$ cat src/rtl/ce_tick_pkg.sv
// Shared types and constants for the CE tick generator and its button debouncers.
package ce_tick_pkg;

   typedef enum logic [1:0] {
      IDLE = 2'd0,
      RUN  = 2'd1,
      STEP = 2'd2
   } state_t;

   localparam int SYNC_STAGES = 2;

endpackage

$ cat src/rtl/ce_tick_gen_if.sv
// Control/status bundle between the board-side controls and the CE tick generator.
interface ce_tick_gen_if #(
   parameter int DIV_W = 32
);

   logic             LOCKED;
   logic             BTN_RUN;
   logic             BTN_STEP;
   logic [DIV_W-1:0] DIV;
   logic             CE;
   logic             RUNNING;

   modport master (
      output LOCKED, BTN_RUN, BTN_STEP, DIV,
      input  CE, RUNNING
   );

   modport slave (
      input  LOCKED, BTN_RUN, BTN_STEP, DIV,
      output CE, RUNNING
   );

endinterface

$ cat src/rtl/btn_debounce.sv
// Synchronizes a raw button, debounces it, and emits a one-cycle pulse on each
// debounced rising edge.
module btn_debounce
   import ce_tick_pkg::*;
#(
   parameter int DB_CYCLES = 16
) (
   input  logic CLK,
   input  logic R_N,
   input  logic BTN,
   output logic LEVEL,
   output logic PRESS
);

   localparam int CNT_W = $clog2(DB_CYCLES + 1);

   logic [SYNC_STAGES-1:0] sync_q;
   logic [CNT_W-1:0]       cnt;
   logic                   level_q;
   logic                   level_d;
   logic                   synced;

   assign synced = sync_q[SYNC_STAGES-1];

   // The level only flips once the synced input has disagreed for DB_CYCLES edges in a row.
   always_ff @(posedge CLK or negedge R_N) begin
      if (!R_N) begin
         sync_q  <= '0;
         cnt     <= '0;
         level_q <= 1'b0;
         level_d <= 1'b0;
      end else begin
         sync_q  <= {sync_q[SYNC_STAGES-2:0], BTN};
         level_d <= level_q;
         if (synced == level_q) begin
            cnt <= '0;
         end else if (cnt == CNT_W'(DB_CYCLES - 1)) begin
            cnt     <= '0;
            level_q <= ~level_q;
         end else begin
            cnt <= cnt + CNT_W'(1);
         end
      end
   end

   assign LEVEL = level_q;
   assign PRESS = level_q & ~level_d;

endmodule

$ cat src/rtl/ce_tick_gen.sv
// Run/step control FSM and prescaler that produce the counter's count-enable pulse.
module ce_tick_gen
   import ce_tick_pkg::*;
#(
   parameter int DIV_W     = 32,
   parameter int DB_CYCLES = 16
) (
   input  logic          CLK,
   input  logic          R_N,
   ce_tick_gen_if.slave  bus
);

   state_t           state;
   logic [DIV_W-1:0] prescaler;
   logic [DIV_W-1:0] div_q;
   logic [DIV_W-1:0] div_eff;
   logic             ce_q;
   logic             running_q;
   logic             run_press;
   logic             step_press;
   logic             wrap;

   btn_debounce #(.DB_CYCLES(DB_CYCLES)) u_run_db (
      .CLK   (CLK),
      .R_N   (R_N),
      .BTN   (bus.BTN_RUN),
      .LEVEL (),
      .PRESS (run_press)
   );

   btn_debounce #(.DB_CYCLES(DB_CYCLES)) u_step_db (
      .CLK   (CLK),
      .R_N   (R_N),
      .BTN   (bus.BTN_STEP),
      .LEVEL (),
      .PRESS (step_press)
   );

   assign div_eff = (bus.DIV == '0) ? DIV_W'(1) : bus.DIV;
   assign wrap    = (prescaler == (div_q - DIV_W'(1)));

   // Loss of lock overrides everything; a RUN press beats a STEP press and any pending wrap.
   always_ff @(posedge CLK or negedge R_N) begin
      if (!R_N) begin
         state     <= IDLE;
         prescaler <= '0;
         div_q     <= DIV_W'(1);
         ce_q      <= 1'b0;
         running_q <= 1'b0;
      end else if (!bus.LOCKED) begin
         state     <= IDLE;
         prescaler <= '0;
         ce_q      <= 1'b0;
         running_q <= 1'b0;
      end else begin
         case (state)
            IDLE: begin
               ce_q <= 1'b0;
               if (run_press) begin
                  state     <= RUN;
                  running_q <= 1'b1;
                  prescaler <= '0;
                  div_q     <= div_eff;
               end else if (step_press) begin
                  state <= STEP;
                  ce_q  <= 1'b1;
               end
            end
            RUN: begin
               if (run_press) begin
                  state     <= IDLE;
                  running_q <= 1'b0;
                  prescaler <= '0;
                  ce_q      <= 1'b0;
               end else if (wrap) begin
                  prescaler <= '0;
                  div_q     <= div_eff;
                  ce_q      <= 1'b1;
               end else begin
                  prescaler <= prescaler + DIV_W'(1);
                  ce_q      <= 1'b0;
               end
            end
            STEP: begin
               state <= IDLE;
               ce_q  <= 1'b0;
            end
            default: begin
               state     <= IDLE;
               ce_q      <= 1'b0;
               running_q <= 1'b0;
               prescaler <= '0;
            end
         endcase
      end
   end

   assign bus.CE      = ce_q;
   assign bus.RUNNING = running_q;

endmodule

$ cat src/flat_wrapper.sv
// flat-port wrapper written by rule: the top's interface ports become plain ports
module ce_tick_gen_flat import ce_tick_pkg::*;
#(
   parameter int DIV_W     = 32,
   parameter int DB_CYCLES = 16
)
  (CLK, R_N, bus_LOCKED, bus_BTN_RUN, bus_BTN_STEP, bus_DIV, bus_CE, bus_RUNNING);
  ce_tick_gen_if #(.DIV_W(DIV_W)) bus_i ();
  input  logic CLK;
  input  logic R_N;
  input wire logic [$bits(bus_i.LOCKED)-1:0] bus_LOCKED;
  input wire logic [$bits(bus_i.BTN_RUN)-1:0] bus_BTN_RUN;
  input wire logic [$bits(bus_i.BTN_STEP)-1:0] bus_BTN_STEP;
  input wire logic [$bits(bus_i.DIV)-1:0] bus_DIV;
  output wire logic [$bits(bus_i.CE)-1:0] bus_CE;
  output wire logic [$bits(bus_i.RUNNING)-1:0] bus_RUNNING;
  assign bus_i.LOCKED = bus_LOCKED;
  assign bus_i.BTN_RUN = bus_BTN_RUN;
  assign bus_i.BTN_STEP = bus_BTN_STEP;
  assign bus_i.DIV = bus_DIV;
  assign bus_CE = bus_i.CE;
  assign bus_RUNNING = bus_i.RUNNING;
  ce_tick_gen #(.DIV_W(DIV_W), .DB_CYCLES(DB_CYCLES)) u_core (.CLK(CLK), .R_N(R_N), .bus(bus_i));
endmodule
$ cat config.mk
export PLATFORM = sky130hd
export DESIGN_NAME = ce_tick_gen_flat
export DESIGN_NICKNAME = d
export VERILOG_FILES = /design/src/rtl/ce_tick_pkg.sv /design/src/rtl/ce_tick_gen_if.sv /design/src/rtl/btn_debounce.sv /design/src/rtl/ce_tick_gen.sv /design/src/flat_wrapper.sv
export SDC_FILE = /design/constraint.sdc
export NUM_CORES = 1
export LEC_CHECK = 0
export ABC_AREA = 1
export CORE_UTILIZATION = 30
export CTS_CLUSTER_SIZE = 25
export DETAILED_ROUTE_END_ITERATION = 7
export PLACE_DENSITY = 0.52
export RECOVER_POWER = 100
export SLEW_MARGIN = 40
export SYNTH_ARGS = -nofsm -noshare
export SYNTH_HDL_FRONTEND = slang
export SYNTH_SLANG_ARGS = --single-unit
$ cat constraint.sdc
create_clock -name CLK -period 6.3 [get_ports CLK]
set_input_delay 1.26 -clock CLK [delete_from_list [all_inputs] [get_ports CLK]]
set_output_delay 1.26 -clock CLK [all_outputs]
set_load 0.03 [all_outputs]
==> metrics.md <==
| Metric | Value |
|---|---|
| Outcome | complete, no violations |
| Wire length per cell | around 13 um |
| I/O Pins | 39 |
| Clk root buf | clkbuf_16 |
| Placeable Area | approximately 18000 um^2 |
| Post-layout nets | 884 |
| Placement-stage worst setup slack | 2300 ps |
| Setup TNS | 0 ps |
| Final worst setup slack | 2140 ps |
| PortBufs | 38 |
| CP max stage delay | between 900 and 1000 ps |
| Fin crit period | 4160 ps |
| Sequential-to-total area share from yosys stat | between 30% and 40% |
| Final setup vio count | 0 |
| Worst-Margin Slew | just over 1000 ps |
| Syn avg cell area | slightly below 7 um^2 |
| Global-route wire length before repair | roughly 24000 um |
| Post-CTS setup buffers | 0 |
| Critical path peak fanout | 33 |
| RSZ-0062 raised after global routing | no |
| Num CTS Buffers | 9 |
| Antenna diodes | 0 |
| Cells after synthesis | 813 |
| Maximum vdd drop | 0.000131 V |
| EDFF count, synth | 0 |
| Hold buffers post-CTS | 0 |
| Max-cap viol count | 0 |
| Initial antenna violation count | 0 |
| Mapped Area | 5610 um^2 |
| Fill count | 2013 |
| Fin. Hold Viols | 0 |
| Vias in the first global route | 4635 |
| CTS max path bufs | 2 |
| Arrival @ worst endpoint | between 4000 and 5000 ps |
| Synth async-reset ratio | 100% |
| Number of synthesized register bits | 86 |
| Area Overhead vs Synth | 14.8% |
| Library cells used by synthesis | 30 |
| Fin crit share | around two thirds |
| Max Slew Vio Count | 0 |
| ANT nets after route | 0 |
| Post_cts resized | 0 |
| # rows | a little under 50 |
| Gp weighted congestion | ~0.84 |
| Worst slew margin | 32.7% |
| Via density | 4.67 |
| Critical Path RT | between 6000 and 7000 ps |
| Clock transition at path regs | about 60 ps |
| Starting Density | 30.9% |
| DRC Markers | 0 |
| Die Height | 139 um |
| Vias | 5026 |
| Chip width | 139 um |
| Buf+Inv Stages, Crit Path | 1 |
| Net Count, Synth | 854 |
| Fraction of layout cells with a size suffix above 1 | 4.13% |
| Worst path top cell family by delay | simple AND/OR/NAND/NOR gates |
| CTS tree | done |
| Static leakage | 3.38 nW |
| CP dominant cell by count | nand2_1 |
| Ys Warns | 0 |
| Total grt overflow | 0 |
| CP endpoint kind | flop |
| Critical path class | reg2reg |
| Clock sinks | 86 |
| Final clock skew | around 5.9 ps |
| H-tree depth | 3 |
| Final WL | between 10000 and 15000 um |
| Pwr Density | 196 nW/um^2 |
| Worst path slowest cell | nand2_1 |
| Power Total | 1.26 mW |
| DRT Pass-1 Iters | 4 |
| Hpwl dp | about 11000 um |
| Type of origin of the critical path | flop |
| Die area | 19200 um^2 |
| Total GRT Usage | roughly 16% |
| Fmax | roughly 0.24 GHz |
| Largest net degree at the start of global routing | 82 |
| Worst path cell trace | inv_1, ha_1, nand2_1, nor2_1, nand2_1, nand2_1, nand3_1, nor2_1, nand3_1, nor2_1, nand4_4, nand2_1, nand2_1, nand2_1 |
| Worst-Skew Late Latency | 340 ps |
| Primary FF master, synth | dfrtp_1 |
| Hold/Removal Path Class | reg2reg |
| DR iter-0 viols | 259 |
stage by stage:
step | area (um^2) | hold slack, ps | instances | util, %
floorplan | 5610 | 331 | 813 | -
global placement | 6160 | 336 | 1061 | 33.9
detailed placement | 6160 | 340 | 1061 | 33.9
CTS | 6470 | 355 | 1077 | 35.6
global route | 6440 | 357 | 1077 | 35.5
finish | 6440 | 351 | 1077 | 35.5
cell usage in the layout, fill, tap and decap left out, drive strengths merged, types with 7 or more instances in the layout:
cell,n
clkbuf,16
a21oi,7
inv,80
xor2,39
dfrtp,85
nor2,125
nand4,28
clkdlybuf4s50,32
nor3,11
nand3,67
nor4,12
xnor2,14
nand2,279
o21ai,32
kinds of logic after synthesis:
| kind of cell | count (synthesis) | synth area share [%] |
|---|---|---|
| AO/OA/AOI/OAI | 42 | 3.88 |
| adder cells (fa/ha/maj) | 4 | 0.892 |
| XOR/XNOR | 53 | 8.28 |
| AND/OR/NAND/NOR | 527 | 40.9 |
| buffers and inverters | 101 | 7.67 |
| flip-flops | 86 | 38.4 |
cells in the mapped netlist, types with 4 or more instances:
master | number | area share [%]
inv_1 | 79 | 5.3
nand4_1 | 27 | 3.0
nor4_1 | 12 | 1.3
xnor2_1 | 14 | 2.2
nor2_4 | 6 | 1.2
buf_6 | 6 | 1.2
dfrtp_1 | 85 | 38
nand3_1 | 66 | 5.9
o21ai_1 | 15 | 1.3
nand2_1 | 275 | 18
a21oi_1 | 7 | 0.62
nor2_1 | 112 | 7.5
xor2_1 | 39 | 6.1
o21ai_0 | 17 | 1.5
clkbuf_1 | 10 | 0.67
nor3_1 | 10 | 0.89
ha_1 | 4 | 0.89
buf_2 | 5 | 0.45
nor2_2 | 7 | 0.78
state kept, by name, summed over array words and instances, names as in the netlist:
register,cells
u_core.u_step_db.LEVEL,1
u_core.u_run_db.sync_q,2
u_core.u_step_db.sync_q,2
u_core.bus.CE,1
u_core.u_run_db.level_d,1
u_core.state,2
u_core.u_run_db.cnt,5
u_core.bus.RUNNING,1
u_core.u_run_db.LEVEL,1
u_core.u_step_db.level_d,1
u_core.u_step_db.cnt,5
u_core.prescaler,32
u_core.div_q,32
area by class of cell:
cell class                      count  area, um^2  area share, %
Multi-Input combinational cell    626        3000           46.5
Sequential cell                    86        2150           33.4
Timing Repair Buffer               40         395           6.14
Inverter                           80         300           4.66
Clock buffer                       14         294           4.57
Tap cell                          229         287           4.45
Clock inverter                      2        12.5          0.194
worst paths after layout:
path / from / end / slack [ps] / cells after the start
min in group asynchronous: R_N / u_core.u_run_db.cnt[0] / 800 / 1
hold / removal: u_core.u_step_db.sync_q[0] / u_core.u_step_db.sync_q[1] / 350 / 0
hold reg to reg: u_core.u_step_db.sync_q[0] / u_core.u_step_db.sync_q[1] / 350 / 0
setup / recovery: u_core.div_q[0] / u_core.div_q[21] / 2140 / 14
max in group asynchronous: R_N / u_core.div_q[5] / 4470 / 2
setup reg to reg: u_core.div_q[0] / u_core.div_q[21] / 2140 / 14
per-layer routing:
layer  wire (um)  global-route usage (%)  vias up  part of all wire (%)
met2        6760                    25.6       74                    46
met4         303                    5.20        0                   2.1
met5           0                       0        -                     0
met1        7080                    21.5     2299                    49
met3         397                    2.38       19                   2.7
li1            -                       -     2634                     -
power breakdown:
part	internal (mW)	switching (mW)
clock	0.321	0.221
combinational	0.0605	0.0912
sequential	0.559	0.00685
total	0.941	0.319
Note: power is estimated with default switching activity, not from simulation.
